## src/rtl/secure_keystore_pkg.sv

```systemverilog
// Shared types and constants for the on-chip key store: op codes, FSM encoding and
// the default key image loaded into the storage array at elaboration.
package secure_keystore_pkg;

  typedef enum logic [1:0] {
    OP_READ    = 2'd0,
    OP_WRITE   = 2'd1,
    OP_LOCK    = 2'd2,
    OP_ZEROIZE = 2'd3
  } keystore_op_e;

  // FSM encoding: IDLE accepts requests, ZERO runs the clearing sweep.
  localparam logic [0:0] ST_IDLE = 1'b0;
  localparam logic [0:0] ST_ZERO = 1'b1;

  localparam int unsigned MAX_DEPTH = 8;

  // Default keys; entries are truncated to the instance WIDTH.
  localparam logic [255:0] KEYSTORE_INIT [MAX_DEPTH] = '{
    {8{32'hC0DE_0000}},
    {8{32'hC0DE_0001}},
    {8{32'hC0DE_0002}},
    {8{32'hC0DE_0003}},
    {8{32'hC0DE_0004}},
    {8{32'hC0DE_0005}},
    {8{32'hC0DE_0006}},
    {8{32'hC0DE_0007}}
  };

endpackage

```

## src/rtl/secure_keystore_array.sv

```systemverilog
// Key storage: WIDTH x DEPTH entries, one synchronous write port and a registered read
// port whose output returns to zero whenever no read is requested.
module secure_keystore_array
  import secure_keystore_pkg::*;
#(
  parameter int WIDTH = 256,
  parameter int DEPTH = 6,
  parameter int AW    = (DEPTH > 1) ? $clog2(DEPTH) : 1
) (
  input  logic             clk,
  input  logic             we,
  input  logic [AW-1:0]    waddr,
  input  logic [WIDTH-1:0] wdata,
  input  logic             re,
  input  logic [AW-1:0]    raddr,
  output logic [WIDTH-1:0] rdata
);

  typedef logic [WIDTH-1:0] mem_t [DEPTH];

  function automatic mem_t init_mem();
    mem_t m;
    for (int i = 0; i < DEPTH; i++) begin
      m[i] = KEYSTORE_INIT[i][WIDTH-1:0];
    end
    return m;
  endfunction

  // Contents are fixed at elaboration and deliberately untouched by reset.
  mem_t mem = init_mem();

  always_ff @(posedge clk) begin
    if (we) begin
      mem[waddr] <= wdata;
    end
    rdata <= re ? mem[raddr] : '0;
  end

endmodule

```

## src/rtl/secure_keystore.sv

```systemverilog
// Key store top level: request register, FSM, sticky lock bits, zeroize sweep counter and
// single-cycle response generation around the storage array.
module secure_keystore
  import secure_keystore_pkg::*;
#(
  parameter int WIDTH = 256,
  parameter int DEPTH = 6,
  parameter int AW    = (DEPTH > 1) ? $clog2(DEPTH) : 1
) (
  input  logic             clk,
  input  logic             rst,
  input  logic             req_valid,
  output logic             req_ready,
  input  logic [1:0]       req_op,
  input  logic [AW-1:0]    req_addr,
  input  logic [WIDTH-1:0] req_wdata,
  output logic             rsp_valid,
  output logic [WIDTH-1:0] rsp_data,
  output logic             rsp_err,
  output logic             busy,
  output logic [DEPTH-1:0] lock_status
);

  localparam logic [AW:0]   DEPTH_X = (AW + 1)'(DEPTH);
  localparam logic [AW-1:0] LAST    = AW'(DEPTH - 1);

  logic [0:0]       state_q, state_d;
  logic [AW-1:0]    cnt_q, cnt_d;
  logic [DEPTH-1:0] lock_q, lock_d;

  logic             req_vld_q;
  keystore_op_e     req_op_q;
  logic [AW-1:0]    req_addr_q;
  logic [WIDTH-1:0] req_wdata_q;

  logic rsp_valid_q, rsp_valid_d;
  logic rsp_err_q, rsp_err_d;
  logic rsp_rd_q, rsp_rd_d;

  logic             accept, in_range, locked;
  logic             arr_we, arr_re;
  logic [AW-1:0]    arr_waddr;
  logic [WIDTH-1:0] arr_wdata, arr_rdata;

  assign req_ready   = (state_q == ST_IDLE);
  assign busy        = (state_q == ST_ZERO);
  assign accept      = req_valid & req_ready;
  assign in_range    = ({1'b0, req_addr_q} < DEPTH_X);
  assign locked      = in_range & lock_q[req_addr_q];
  assign lock_status = lock_q;
  assign rsp_valid   = rsp_valid_q;
  assign rsp_err     = rsp_err_q;
  // Only a successful READ may put key material on the response bus.
  assign rsp_data    = rsp_rd_q ? arr_rdata : '0;

  always_comb begin
    state_d     = state_q;
    cnt_d       = cnt_q;
    lock_d      = lock_q;
    rsp_valid_d = 1'b0;
    rsp_err_d   = 1'b0;
    rsp_rd_d    = 1'b0;
    arr_we      = 1'b0;
    arr_re      = 1'b0;
    arr_waddr   = req_addr_q;
    arr_wdata   = req_wdata_q;

    // Registered request stage; ZEROIZE answers only when its sweep completes.
    if (req_vld_q && req_op_q != OP_ZEROIZE) begin
      rsp_valid_d = 1'b1;
      rsp_err_d   = !in_range || (req_op_q == OP_WRITE && locked);
      if (!rsp_err_d) begin
        case (req_op_q)
          OP_READ: begin
            arr_re   = 1'b1;
            rsp_rd_d = 1'b1;
          end
          OP_WRITE: arr_we = 1'b1;
          OP_LOCK:  lock_d[req_addr_q] = 1'b1;
          default:  ;
        endcase
      end
    end

    if (busy) begin
      arr_we    = 1'b1;
      arr_waddr = cnt_q;
      arr_wdata = '0;
      if (cnt_q == LAST) begin
        state_d     = ST_IDLE;
        cnt_d       = '0;
        lock_d      = '0;
        rsp_valid_d = 1'b1;
      end else begin
        cnt_d = cnt_q + 1'b1;
      end
    end else if (accept && req_op == OP_ZEROIZE) begin
      state_d = ST_ZERO;
      cnt_d   = '0;
    end
  end

  always_ff @(posedge clk or negedge rst) begin
    if (!rst) begin
      state_q     <= ST_IDLE;
      cnt_q       <= '0;
      lock_q      <= '0;
      req_vld_q   <= 1'b0;
      req_op_q    <= OP_READ;
      req_addr_q  <= '0;
      req_wdata_q <= '0;
      rsp_valid_q <= 1'b0;
      rsp_err_q   <= 1'b0;
      rsp_rd_q    <= 1'b0;
    end else begin
      state_q     <= state_d;
      cnt_q       <= cnt_d;
      lock_q      <= lock_d;
      req_vld_q   <= accept;
      rsp_valid_q <= rsp_valid_d;
      rsp_err_q   <= rsp_err_d;
      rsp_rd_q    <= rsp_rd_d;
      if (accept) begin
        req_op_q    <= keystore_op_e'(req_op);
        req_addr_q  <= req_addr;
        req_wdata_q <= req_wdata;
      end
    end
  end

  secure_keystore_array #(
    .WIDTH (WIDTH),
    .DEPTH (DEPTH),
    .AW    (AW)
  ) u_array (
    .clk   (clk),
    .we    (arr_we),
    .waddr (arr_waddr),
    .wdata (arr_wdata),
    .re    (arr_re),
    .raddr (req_addr_q),
    .rdata (arr_rdata)
  );

endmodule
```

## config.mk

```make
export PLATFORM = sky130hd
export DESIGN_NAME = secure_keystore
export DESIGN_NICKNAME = d
export VERILOG_FILES = /design/src/rtl/secure_keystore_pkg.sv /design/src/rtl/secure_keystore_array.sv /design/src/rtl/secure_keystore.sv
export SDC_FILE = /design/constraint.sdc
export NUM_CORES = 2
export LEC_CHECK = 0
export ABC_AREA = 0
export CORE_MARGIN = 2
export CORE_UTILIZATION = 55
export DETAILED_ROUTE_END_ITERATION = 10
export GPL_TIMING_DRIVEN = 0
export PLACE_DENSITY = 0.75
export SLEW_MARGIN = 25
export SYNTH_ARGS = -nofsm -noshare
export SYNTH_HDL_FRONTEND = slang
export SYNTH_SLANG_ARGS = --single-unit
```

## constraint.sdc

```tcl
create_clock -name clk -period 34.5 [get_ports clk]
set_input_delay 3.45 -clock clk [delete_from_list [all_inputs] [get_ports clk]]
set_output_delay 3.45 -clock clk [all_outputs]
set_load 0.02 [all_outputs]
```

==> metrics.cfg <==
[worst_setup_path]
crit_chain=clkbuf_1 > clkbuf_1 > and2_1 > clkdlybuf4s50_1
crit_required_ns=31.05
rr_startpoint=req_addr_q[0]$_DFFE_PN0P_
slowest_stage=clkbuf_1
worst_path_most_repeated_cell=clkbuf_1
cp_max_fo=10
timing.rr.end=u_array.mem[0][128]$_DFFE_PP_
crit_path_start=rsp_rd_q$_DFF_PN0_
cp.arrival_ns=3.89
slowest_delay_ns=0.89
crit_family=buffers and inverters
rrSetupSlack_ns=28.82
setup.worst_path.end_class=output port
path_buf_inv=3
ff2ff_path_depth=18
crit_type=flop to output port
start_kind=flop

[pwr]
powerDensity_nw_per_um2=93.30
p_leak_nw=33.77
peakVddDrop_mv=0.05527

[synthesis]
synth_area_leaders=edfxtp_1 59%, dfrtp_1 8.8%, dfxtp_1 6.6%
synth_cells=4934
yosys_warnings=0
syn_area_sq_um=77920
synthMuxAreaShare=0.07168
synth.largest_area_cell=edfxtp_1
ys_ff_latch=2067
syn_nets=5198
synth_compound_area_frac=0.1020
avgSynthCellArea_sq_um=15.79
synthSimpleGateAreaFrac=0.05811
post-synth-top-area-fraction=0.5919
synth_top_family_by_area=compound AO/OA/AOI/OAI gates
netlist-cell-type-count=38
synth_xor_area_frac=0
seq_area_frac_synth=0.7460
synth_fa_ha_area_frac=0

[placed_design]
pre_cts_slack_ns=28.06
dpl.hpwl_mm=154.2
io_buffers=529
place_congestion=0.8295

[global_route]
use_met2=0.4790
grt_max_degree=84
use_met3=0.06324
track_usage=0.3061
grt_antenna_before_repair=23
grt-busiest-layer=met2
gr-total-overflow=0
grt_pass1_wl_mm=321.8
grt_pass1_vias=48760
grtUsageMet1=0.4060

[die]
die_area_sq_um=144700
initial_core_util=0.5524
die_y_um=380.4
chipWidth_um=380.4
core.rowCount=138
core_area_sq_um=141100
ios=530

[sta]
setup_viol=0
max_clock_freq_ghz=0.1363
rsz0062_at_grt=no
slew_headroom=0.2637
slew_violations=0
finalCritPeriodShare=0.2126
clock_skew_ns=0.05022
period_needed_ns=7.336
hold_viol_final=0
tightest_slew_ns=1.104
setup_tns_ns=0
setup_slack_ns=27.16

[min_path]
worstHoldStart=req_wdata_q[82]$_DFFE_PN0P_
hold_class=flop to flop
whs_path_depth=1
hold-path-endpoint=req_wdata_q[82]$_DFFE_PN0P_

[layout]
area_growth_syn_to_layout_pct=21.26
fillCellCount=9529
final_common_cell=edfxtp_1
finalNetCount=6178
drive_above_1_share=0.1719
layout_common_cells=1536 x edfxtp_1, 528 x clkdlybuf4s50_1, 364 x a21oi_1, 320 x mux2_2, 283 x buf_2
multiInputGateArea_sq_um=18130
postLayoutCoreUtil=0.6698
seq_area_sq_um=58130

[cts]
cts_tree=done
path_clk_slew_ns=0.06
cts_made_buffers=196
htreeDepth=4
clk_path_buf_depth=3
cts_root_buf=clkbuf_16
post-cts-setup-buffers=0
ctsResizeCount=0
clock-sinks=2067
clk_latency_ns=0.86
ctsHoldBuffers=0

[routing]
antenna_left=0
vias=48680
vias_per_cell=6.095
wl_per_cell_um=28.24
drtPass1Iterations=6
drt_iter0_drc=6656
drt-total-wl_mm=225.5
drc=0

[status]
status=complete, no violations

[run]
drv_cap=0

-- report_power, final --
group,switching [W],leakage (nW),internal (W),total [W]
Sequential,0.000247,19.7,0.00365,0.00390
Combinational,0.00182,10.8,0.000928,0.00275
Clock,0.000946,3.19,0.00123,0.00217
-- worst reg2reg max path: cells and delay by family, from the launching register on --
kind	cells	cell delay, ns
AO/OA/AOI/OAI	1	0.75
flip-flops	1	0.44
buffers and inverters	17	4.16
-- routing by layer --
| layer | wire length (um) | share of wire |
|---|---|---|
| met1 | 85120 | 0.38 |
| met5 | 23 | 0.00010 |
| met2 | 106000 | 0.47 |
| met3 | 21940 | 0.097 |
| met4 | 12410 | 0.055 |
-- cell type report --
type                       instances  share of cell area
clock buffer                     267             0.05718
clock inverter                   106             0.01210
buffer                           363             0.01821
antenna                            8           0.0002119
sequential                      2067              0.6152
timing repair buffer             782             0.07997
inverter                           5           0.0002119
tap                             1890             0.02503
multi-input combinational       2499              0.1919
-- registers in the layout (all words and copies together), names as in the netlist --
name	cells
req_op_q	2
req_addr_q	3
u_array.mem	1536
rsp_valid	1
req_vld_q	1
cnt_q	3
rsp_rd_q	1
rsp_err	1
lock_status	6
u_array.rdata	256
busy	1
req_wdata_q	256
-- cell usage after synthesis, drive strengths merged --
| master | number |
|---|---|
| a22oi | 256 |
| and2b | 1 |
| edfxtp | 1536 |
| nand2b | 6 |
| o22ai | 1 |
| inv | 4 |
| a21oi | 364 |
| o21ai | 66 |
| a221oi | 93 |
| mux2i | 198 |
| o32ai | 1 |
| dfxtp | 256 |
| nand3b | 3 |
| nor2b | 258 |
| o41ai | 3 |
| buf | 201 |
| o31ai | 1 |
| dfrtp | 275 |
| nor4b | 1 |
| a22o | 105 |
| nor2 | 110 |
| a31oi | 5 |
| clkbuf | 162 |
| nand2 | 130 |
| and2 | 257 |
| o21a | 153 |
| mux2 | 320 |
| clkinv | 1 |
| a211o | 104 |
| nor3 | 1 |
| nand3 | 62 |
-- how the worst max path moves through the flow --
stage	end	slack (ns)	cells past startpoint
5_1_grt	rsp_data[251]	27.13	4
3_5_place_dp	rsp_data[251]	28.06	4
3_3_place_gp	u_array.mem[3][128]$_DFFE_PP_	-17.48	5
6_report	rsp_data[251]	27.16	4
4_1_cts	rsp_data[251]	27.16	4
2_1_floorplan	u_array.mem[2][0]$_DFFE_PP_	6.39	4
-- kinds of logic (layout without fill, tap and decap cells) --
| kind of cell | after synthesis | in the layout |
|---|---|---|
| flip-flops | 2067 | 2067 |
| AND/OR/NAND/NOR | 829 | 829 |
| multiplexers | 518 | 518 |
| other | 0 | 8 |
| AO/OA/AOI/OAI | 1152 | 1152 |
| buffers and inverters | 368 | 1523 |
-- stage by stage --
| step | hold WS (ns) | cell area, sq um | total power (W) | instances |
|---|---|---|---|---|
| 5_1_grt | 0.5103 | 94470 | 0.009121 | 7979 |
| 6_report | 0.4977 | 94490 | 0.008816 | 7987 |
| 2_1_floorplan | 0.4726 | 77920 | 0.005869 | 4934 |
| 3_5_place_dp | 0.4874 | 87920 | 0.006624 | 7606 |
| 4_1_cts | 0.5007 | 94470 | 0.008781 | 7979 |
| 3_3_place_gp | 0.4817 | 85580 | 0.007206 | 7353 |
Note: power is estimated with default switching activity, not from simulation.
